[src/rtl/uart_tx_pkg.sv]
// uart_tx_pkg: shared FSM state type and line-level constants for the 8N1 transmitter
package uart_tx_pkg;
  typedef enum logic [1:0] {IDLE, START, DATA, STOP} tx_state_t;
  localparam logic START_BIT  = 1'b0;
  localparam logic STOP_BIT   = 1'b1;
  localparam logic IDLE_LEVEL = 1'b1;
endpackage

[src/rtl/tx_bit_timer.sv]
// tx_bit_timer: bit-period counter; clr_i/en_i in, cnt_o count and roll_o strobe (cnt at last clock while enabled) out
module tx_bit_timer #(
  parameter int CLKS_PER_BIT = 10
) (
  input  logic                            clk,
  input  logic                            rst,
  input  logic                            clr_i,
  input  logic                            en_i,
  output logic [$clog2(CLKS_PER_BIT)-1:0] cnt_o,
  output logic                            roll_o
);
  localparam int TW = $clog2(CLKS_PER_BIT);
  logic [TW-1:0] cnt_q, cnt_d;
  assign roll_o = en_i & (cnt_q == TW'(CLKS_PER_BIT - 1));
  assign cnt_d  = (clr_i | roll_o) ? '0 : en_i ? cnt_q + 1'b1 : cnt_q;
  assign cnt_o  = cnt_q;
  always_ff @(posedge clk) cnt_q <= rst ? '0 : cnt_d;
endmodule

[src/rtl/uart_tx_frame.sv]
// uart_tx_frame: 8N1-style serial transmitter; tx_data/tx_start handshake in (tx_ready), serial_out/tx_busy/tx_done out
module uart_tx_frame
  import uart_tx_pkg::*;
#(
  parameter int CLKS_PER_BIT = 10,
  parameter int DATA_BITS    = 8
) (
  input  logic                 clk,
  input  logic                 rst,
  input  logic [DATA_BITS-1:0] tx_data,
  input  logic                 tx_start,
  output logic                 tx_ready,
  output logic                 serial_out,
  output logic                 tx_busy,
  output logic                 tx_done
);
  localparam int IW = $clog2(DATA_BITS + 1);
  localparam int TW = $clog2(CLKS_PER_BIT);
  tx_state_t            state_q;
  logic [DATA_BITS-1:0] hold_q, shift_q;
  logic [IW-1:0]        idx_q;
  logic [TW-1:0]        cnt;
  logic                 hold_valid_q, hold_valid_d, ready_q, out_q;
  logic                 roll, accept, load;
  assign accept       = tx_start & ready_q;
  // hold buffer drains into the shift register from IDLE or on a stop-bit rollover
  assign load         = hold_valid_q & ((state_q == IDLE) | ((state_q == STOP) & roll));
  assign hold_valid_d = accept | (hold_valid_q & ~load);
  assign tx_ready     = ready_q;
  assign serial_out   = out_q;
  assign tx_busy      = state_q != IDLE;
  assign tx_done      = (state_q == STOP) & (cnt == TW'(CLKS_PER_BIT - 1));
  tx_bit_timer #(.CLKS_PER_BIT(CLKS_PER_BIT)) u_timer (
    .clk    (clk),
    .rst    (rst),
    .clr_i  (state_q == IDLE),
    .en_i   (state_q != IDLE),
    .cnt_o  (cnt),
    .roll_o (roll)
  );
  always_ff @(posedge clk) begin
    if (rst) begin
      state_q      <= IDLE;
      hold_q       <= '0;
      shift_q      <= '0;
      idx_q        <= '0;
      hold_valid_q <= 1'b0;
      ready_q      <= 1'b1;
      out_q        <= IDLE_LEVEL;
    end else begin
      hold_valid_q <= hold_valid_d;
      ready_q      <= ~hold_valid_d;
      if (accept) hold_q <= tx_data;
      if (load) shift_q <= hold_q;
      case (state_q)
        IDLE: if (load) begin
          state_q <= START;
          out_q   <= START_BIT;
        end
        START: if (roll) begin
          state_q <= DATA;
          out_q   <= shift_q[0];
          idx_q   <= '0;
        end
        DATA: if (roll) begin
          shift_q <= shift_q >> 1;
          idx_q   <= (idx_q == IW'(DATA_BITS - 1)) ? '0 : idx_q + 1'b1;
          state_q <= (idx_q == IW'(DATA_BITS - 1)) ? STOP : DATA;
          out_q   <= (idx_q == IW'(DATA_BITS - 1)) ? STOP_BIT : shift_q[1];
        end
        STOP: if (roll) begin
          state_q <= load ? START : IDLE;
          out_q   <= load ? START_BIT : IDLE_LEVEL;
        end
        default: state_q <= IDLE;
      endcase
    end
  end
endmodule

[config.mk]
export PLATFORM = sky130hd
export DESIGN_NAME = uart_tx_frame
export DESIGN_NICKNAME = d
export VERILOG_FILES = /design/src/rtl/uart_tx_pkg.sv /design/src/rtl/tx_bit_timer.sv /design/src/rtl/uart_tx_frame.sv
export SDC_FILE = /design/constraint.sdc
export NUM_CORES = 1
export LEC_CHECK = 0
export CAP_MARGIN = 20
export CORE_ASPECT_RATIO = 2
export CORE_UTILIZATION = 45
export DETAILED_ROUTE_END_ITERATION = 6
export GPL_TIMING_DRIVEN = 0
export PLACE_DENSITY = 0.66
export SYNTH_ARGS = -nofsm -noshare
export SYNTH_HDL_FRONTEND = slang
export SYNTH_HIERARCHICAL = 1
export SYNTH_SLANG_ARGS = --single-unit
[constraint.sdc]
create_clock -name clk -period 2.8 [get_ports clk]
set_input_delay 0.84 -clock clk [delete_from_list [all_inputs] [get_ports clk]]
set_output_delay 0.84 -clock clk [all_outputs]
set_load 0.02 [all_outputs]
# --- After elaboration in Yosys (flattened, before gate mapping) ---
# Index checks and enable logic that the tools add are counted.
totals:
  regBits: 29
  latchBits: 0
  ramBits: 0
  romBits: 0
  n_memories: 0
classes:
  addsub: 2
  n_mul: 0
  n_div: 0
  magnitude_cmp: 0
  n_eq_ne: 9
  shifts: 0
  muxes: 21
  n_bitwise: 11
  n_reduce_logical: 6
ops:
  columns: ["operator", "n"]
  rows:
  - ["8-bit 2-to-1 mux", 3]
  - ["4-bit 2-to-1 mux", 3]
  - ["4-bit by 1-bit adder with 4-bit output (second input constant)", 2]
  - ["1-bit 2-to-1 mux", 8]
  - ["2-bit 2-to-1 mux", 4]
  - ["2-bit != test (second input constant)", 4]
  - ["2-bit one-hot mux with 4 select lines", 1]
  - ["4-bit one-hot mux with 2 select lines", 1]
  - ["1-bit AND", 6]
  - ["2-bit == test (second input constant)", 2]
  - ["4-bit by 3-bit == test with 1-bit output (second input constant)", 1]
  - ["4-bit == test (second input constant)", 1]
  - ["1-bit one-hot mux with 4 select lines", 1]
  - ["4-bit AND reduction", 1]
  - ["2-bit nonzero test", 2]
  - ["1-bit bitwise OR", 3]
  - ["3-bit AND reduction", 1]
  - ["2-bit by 1-bit == test with 1-bit output (second input constant)", 1]
  - ["2-bit logical NOT", 1]
  - ["1-bit NOT", 2]
  - ["2-bit OR reduction", 1]

# --- Logic depth before layout (Yosys ltp) ---
depth:
  word_depth: 9
  ltp_mapped: 8

# --- Modules after synthesis ---
# The synthesis kept the hierarchy.
modules_own_cells:
  columns: ["mod", "n_inst", "cells_per_inst", "area_each_um2"]
  rows:
  - ["uart_tx_frame", 1, 145, 1231.2]
  - ["tx_bit_timer", 1, 19, 197.7]

# --- Worst setup path before layout ---
# No wires, ideal clock.
synth_timing:
  path_kind: "flip-flop to flip-flop"
  start: "reg state_q[0]"
  end: "reg state_q[0]"
  arrival_ns: 2.012
  required_ns: 2.684
  slack_ns: 0.672
  stages_incl_launch_ff: 9
  path_buffers: 1
  cell_sequence: "dfxtp_1 -> inv_1 -> ha_1 -> inv_1 -> and4b_4 -> a21o_1 -> buf_6 -> a311o_1 -> o211a_1"
synth_between:
  elab_chain_len: 8
  elab_cells_between_ends: 17
  cone_classes: "7 x eq/ne; 3 x mux; 4 x bitwise; 3 x reduce/logical"
synth_lines:
  columns: ["item", "line_no", "source"]
  rows:
  - ["start: declaration", "uart_tx_frame.sv:19", "tx_state_t state_q;"]
  - ["start signal: assignment", "uart_tx_frame.sv:68", "state_q <= (idx_q == IW'(DATA_BITS - 1)) ? STOP : DATA;"]
  - ["start signal: assignment", "uart_tx_frame.sv:72", "state_q <= load ? START : IDLE;"]
  - ["2-bit nonzero test *", null, null]
  - ["via tx_busy", "uart_tx_frame.sv:14", "output logic tx_busy,"]
  - ["1-bit AND *", "tx_bit_timer.sv:14", "assign roll_o = en_i & (cnt_q == TW'(CLKS_PER_BIT - 1));"]
  - ["via roll", "uart_tx_frame.sv:24", "logic roll, accept, load;"]
  - ["1-bit AND", "uart_tx_frame.sv:27", "assign load = hold_valid_q & ((state_q == IDLE) | ((state_q == STOP) & roll));"]
  - ["1-bit bitwise OR", "uart_tx_frame.sv:27", null]
  - ["1-bit AND", "uart_tx_frame.sv:27", null]
  - ["1-bit 2-to-1 mux", "uart_tx_frame.sv:72", null]
  - ["2-bit 2-to-1 mux", "uart_tx_frame.sv:71", "STOP: if (roll) begin"]
  - ["2-bit one-hot mux with 4 select lines", "uart_tx_frame.sv:55", "case (state_q)"]
# Mark *: on every way through the listed nets, which the timed path passes. The rest lies on a longest branch. The select of a mux whose other input is x is not followed.
# A chain may end at the register's enable or synchronous reset.

# --- Worst setup path after layout ---
layout_timing:
  start: "reg state_q[0]"
  end: "out tx_busy"
layout_between:
  elab_chain_len: 1
layout_lines:
  columns: ["item", "line_no", "source"]
  rows:
  - ["2-bit nonzero test", "uart_tx_frame.sv:31", "assign tx_busy = state_q != IDLE;"]
  - ["end: declaration", "uart_tx_frame.sv:14", null]
# Every way passes these cells.

==> results.md <==
* Status: completed
* DR WL/cell at 15.07 um
* Synth top area share at 0.4063
* WP buf/inv at 3
* Required time of the worst setup path at 1.96 ns
* Fillers at 297
* P_int at 0.0008791 W
* Worst vdd ir at 0.4025 mV
* Layout Skew at 0.004804 ns
* Via count at 1276
* Die W at 41.85 um
* Worst path cell trace: inv_1 -> ha_1 -> inv_2 -> clkdlybuf4s50_1
* Met1 Resource Use GR at 0.1816
* Syn avg cell area at 8.713 sq um
* Vias per Instance at 5.935
* Critical path's slowest cell: clkdlybuf4s50_1
* Fin. max-slew vios at 0
* Synthesized instance count at 164
* Count of nets after finishing at 203
* Worst-path maximum fanout at 7
* Initial core utilization at 0.4798
* Ant. Diodes at 0
* Multi-input gate area at 775.7 sq um
* Type of origin of the critical path: register
* Drt pass-1 iters at 4
* Post_cts resized at 1
* Post-synth EDFFs at 0
* PwrDens at 797.9 nW/um^2
* Maxcap violations at 0
* Initial detailed-routing violation count at 36
* Post-synthesis adder-cell area fraction at 0.07005
* Worst-Skew Late Latency at 0.27 ns
* CTS tree: done
* IO Count at 15
* Layout area overhead at 19.18%
* Top cells by count, synth: dfxtp_1 (29), nand3_1 (18), nand2_1 (14)
* Sequential Power Share at 0.356
* Final Cell Area at 1703 sq um
* Cell Rows at 28
* Clock Power Share at 0.277
* Unrepaired setup endpoints after global routing: no
* Final Hold Fails at 0
* Post-synth cell types at 44
* Largest net degree at the start of global routing at 11
* Layer carrying the most global-route usage: met2
* Logic gate share of total power at 0.367
* HPWL Detailed at 2.513 mm
* Async S/R FF share, synth at 0
* Yosys warns at 6
* Largest family of logic cells by synthesized area: compound AO/OA/AOI/OAI gates
* Sequential cell area at 580.6 sq um
* Clock buffer depth at 2
* Setup Buffers After CTS at 0
* Die Span Y at 81.69 um
* CP max stage delay at 0.62 ns
* Sw Ratio at 0.3530
* Initial antenna violation count at 0
* Vias in the first global route at 1331
* Hold Path Class: register to register
* Lkg Pwr at 0.6369 nW
* DRT antenna net count at 0
* Gr ovfl total at 0
* FMAX at 372.4 MHz
* Clock sink total at 29
* Minimum clock period at 2.685 ns
* Met3 GRT Util at 0.04176
* Post-CTS Hold Fix Bufs at 0
* H-Tree Depth at 2
* Crit path arrival time at 1.85 ns
* Primary FF master, synth: dfxtp_1
* Psw at 0.0004796 W
* Count leader, synth: dfxtp_1
* Area of the mapped netlist at 1429 sq um
* Synth Area in Compound Gates at 0.2478
* Layout cells sized above 1 at 0.1189
* Setup violations, final at 0
* Met2 usage at 0.4250
* Yosys top cell by area: dfxtp_1
* Final WL at 3.239 mm
* Placed Area at 1597 sq um
* GRT Total Usage at 0.2117
* CTS Root Cell: clkbuf_8
* Sequential fraction of the synthesis area at 0.4063
* Mux contribution to synthesized area at 0
* Tcrit/Tclk final at 0.9590
* Net count after synthesis at 183
* Slew @ Worst Pin at 0.4747 ns
* Sum Neg Setup Slack at 0 ns
* I/O Buffers at 13
* CP Capture Type: output pin
* GPL Wtd Cong at 0.7946
* First-pass GRT wire length at 5.485 mm
* Synth Area in Simple Gates at 0.2049
* Clock slew at reported path FFs at 0.06 ns
* Critical path class: register to output pin
* Flops & latches, synth at 29
* Slew headroom at 0.6835
* CTS buffer count at 5
* Die ar. at 3418 sq um
* Area contributors post-synth: dfxtp_1 (41%), ha_1 (7.0%), nand3_1 (6.3%), a21oi_1 (4.2%), nand2_1 (3.7%)
* Post-Synth XOR/XNOR Area at 0.01839
* Drc violations at 0
* Top delay family on crit path: buffers and inverters
* Core area at 2978 sq um
[path summary, 6_finish.rpt]
| path | start | to | slack [ns] | depth (start not counted) |
|---|---|---|---|---|
| min reg2reg | hold_q[6] | hold_q[6] | 0.46 | 2 |
| min | hold_q[6] | hold_q[6] | 0.46 | 2 |
| max reg2reg | state_q[0] | state_q[0] | 0.58 | 8 |
| max | state_q[0] | tx_busy | 0.11 | 4 |
[flip-flops by register name, summed over array words and instances (netlist names)]
signal,flops
hold_valid_q,1
tx_ready,1
idx_q,4
serial_out,1
state_q,2
u_timer/cnt_o,4
hold_q,8
shift_q,8
[area by class of cell]
cell class                      instances  area share
Timing Repair Buffer                   13     0.07788
Clock inverter                          1    0.002939
Tap cell                               30     0.02204
Clock buffer                            7     0.05658
Inverter                                7     0.01543
Sequential cell                        29      0.3409
Multi-Input combinational cell        119      0.4555
Buffer                                  9     0.02866
[metal layers]
metal	share of wire	vias to the layer above
li1	-	639
met1	0.36	596
met2	0.59	33
met3	0.030	8
met4	0.026	0
met5	0	-
[through the flow]
step | cells | utilization | power [W] | setup WS, ns | hold WS, ns
floorplan | 164 | - | 0.0008473 | 0.6721 | 0.4366
global placement | 207 | 0.5361 | 0.0009725 | 0.3331 | 0.4465
detailed placement | 207 | 0.5361 | 0.0009857 | 0.2947 | 0.4486
CTS | 215 | 0.5710 | 0.001368 | 0.01893 | 0.4586
global route | 215 | 0.5718 | 0.001440 | 0.0001477 | 0.4935
finish | 215 | 0.5718 | 0.001359 | 0.1147 | 0.4579
[cells by family after synthesis]
logic type,after synthesis
AO/OA/AOI/OAI,54
XOR/XNOR,3
adder cells (fa/ha/maj),8
buffers and inverters,16
flip-flops,29
AND/OR/NAND/NOR,54
[power groups by stage]
stage / Sequential, W / Clock (W) / Combinational [W]
4_1_cts: 0.000485 / 0.000386 / 0.000497
5_1_grt: 0.000492 / 0.000404 / 0.000544
6_report: 0.000484 / 0.000376 / 0.000499
3_5_place_dp: 0.000493 / 0 / 0.000492
2_1_floorplan: 0.000496 / 0 / 0.000351
3_3_place_gp: 0.000491 / 0 / 0.000481
[worst reg2reg max path: cells and delay by family (launching register included)]
kind                     cells  cell delay, ns
adder cells (fa/ha/maj)      1            0.39
buffers and inverters        3            0.40
AO/OA/AOI/OAI                3            0.75
flip-flops                   1            0.33
AND/OR/NAND/NOR              1            0.25
[cells in the final DEF (no fill, tap or decap), drive strengths merged, types with 2 or more instances in the layout]
master          n
a21o            2
buf             4
nand2          15
inv             7
o21ai          17
and4b           2
nand4           3
nor2b           3
a211oi          2
a31oi           7
dfxtp          29
o31ai           3
xor2            2
clkbuf         12
ha              8
a311o           2
nand3          18
clkdlybuf4s50  12
a21oi          13
nor2            6
Power figures use the tool's default switching activity.
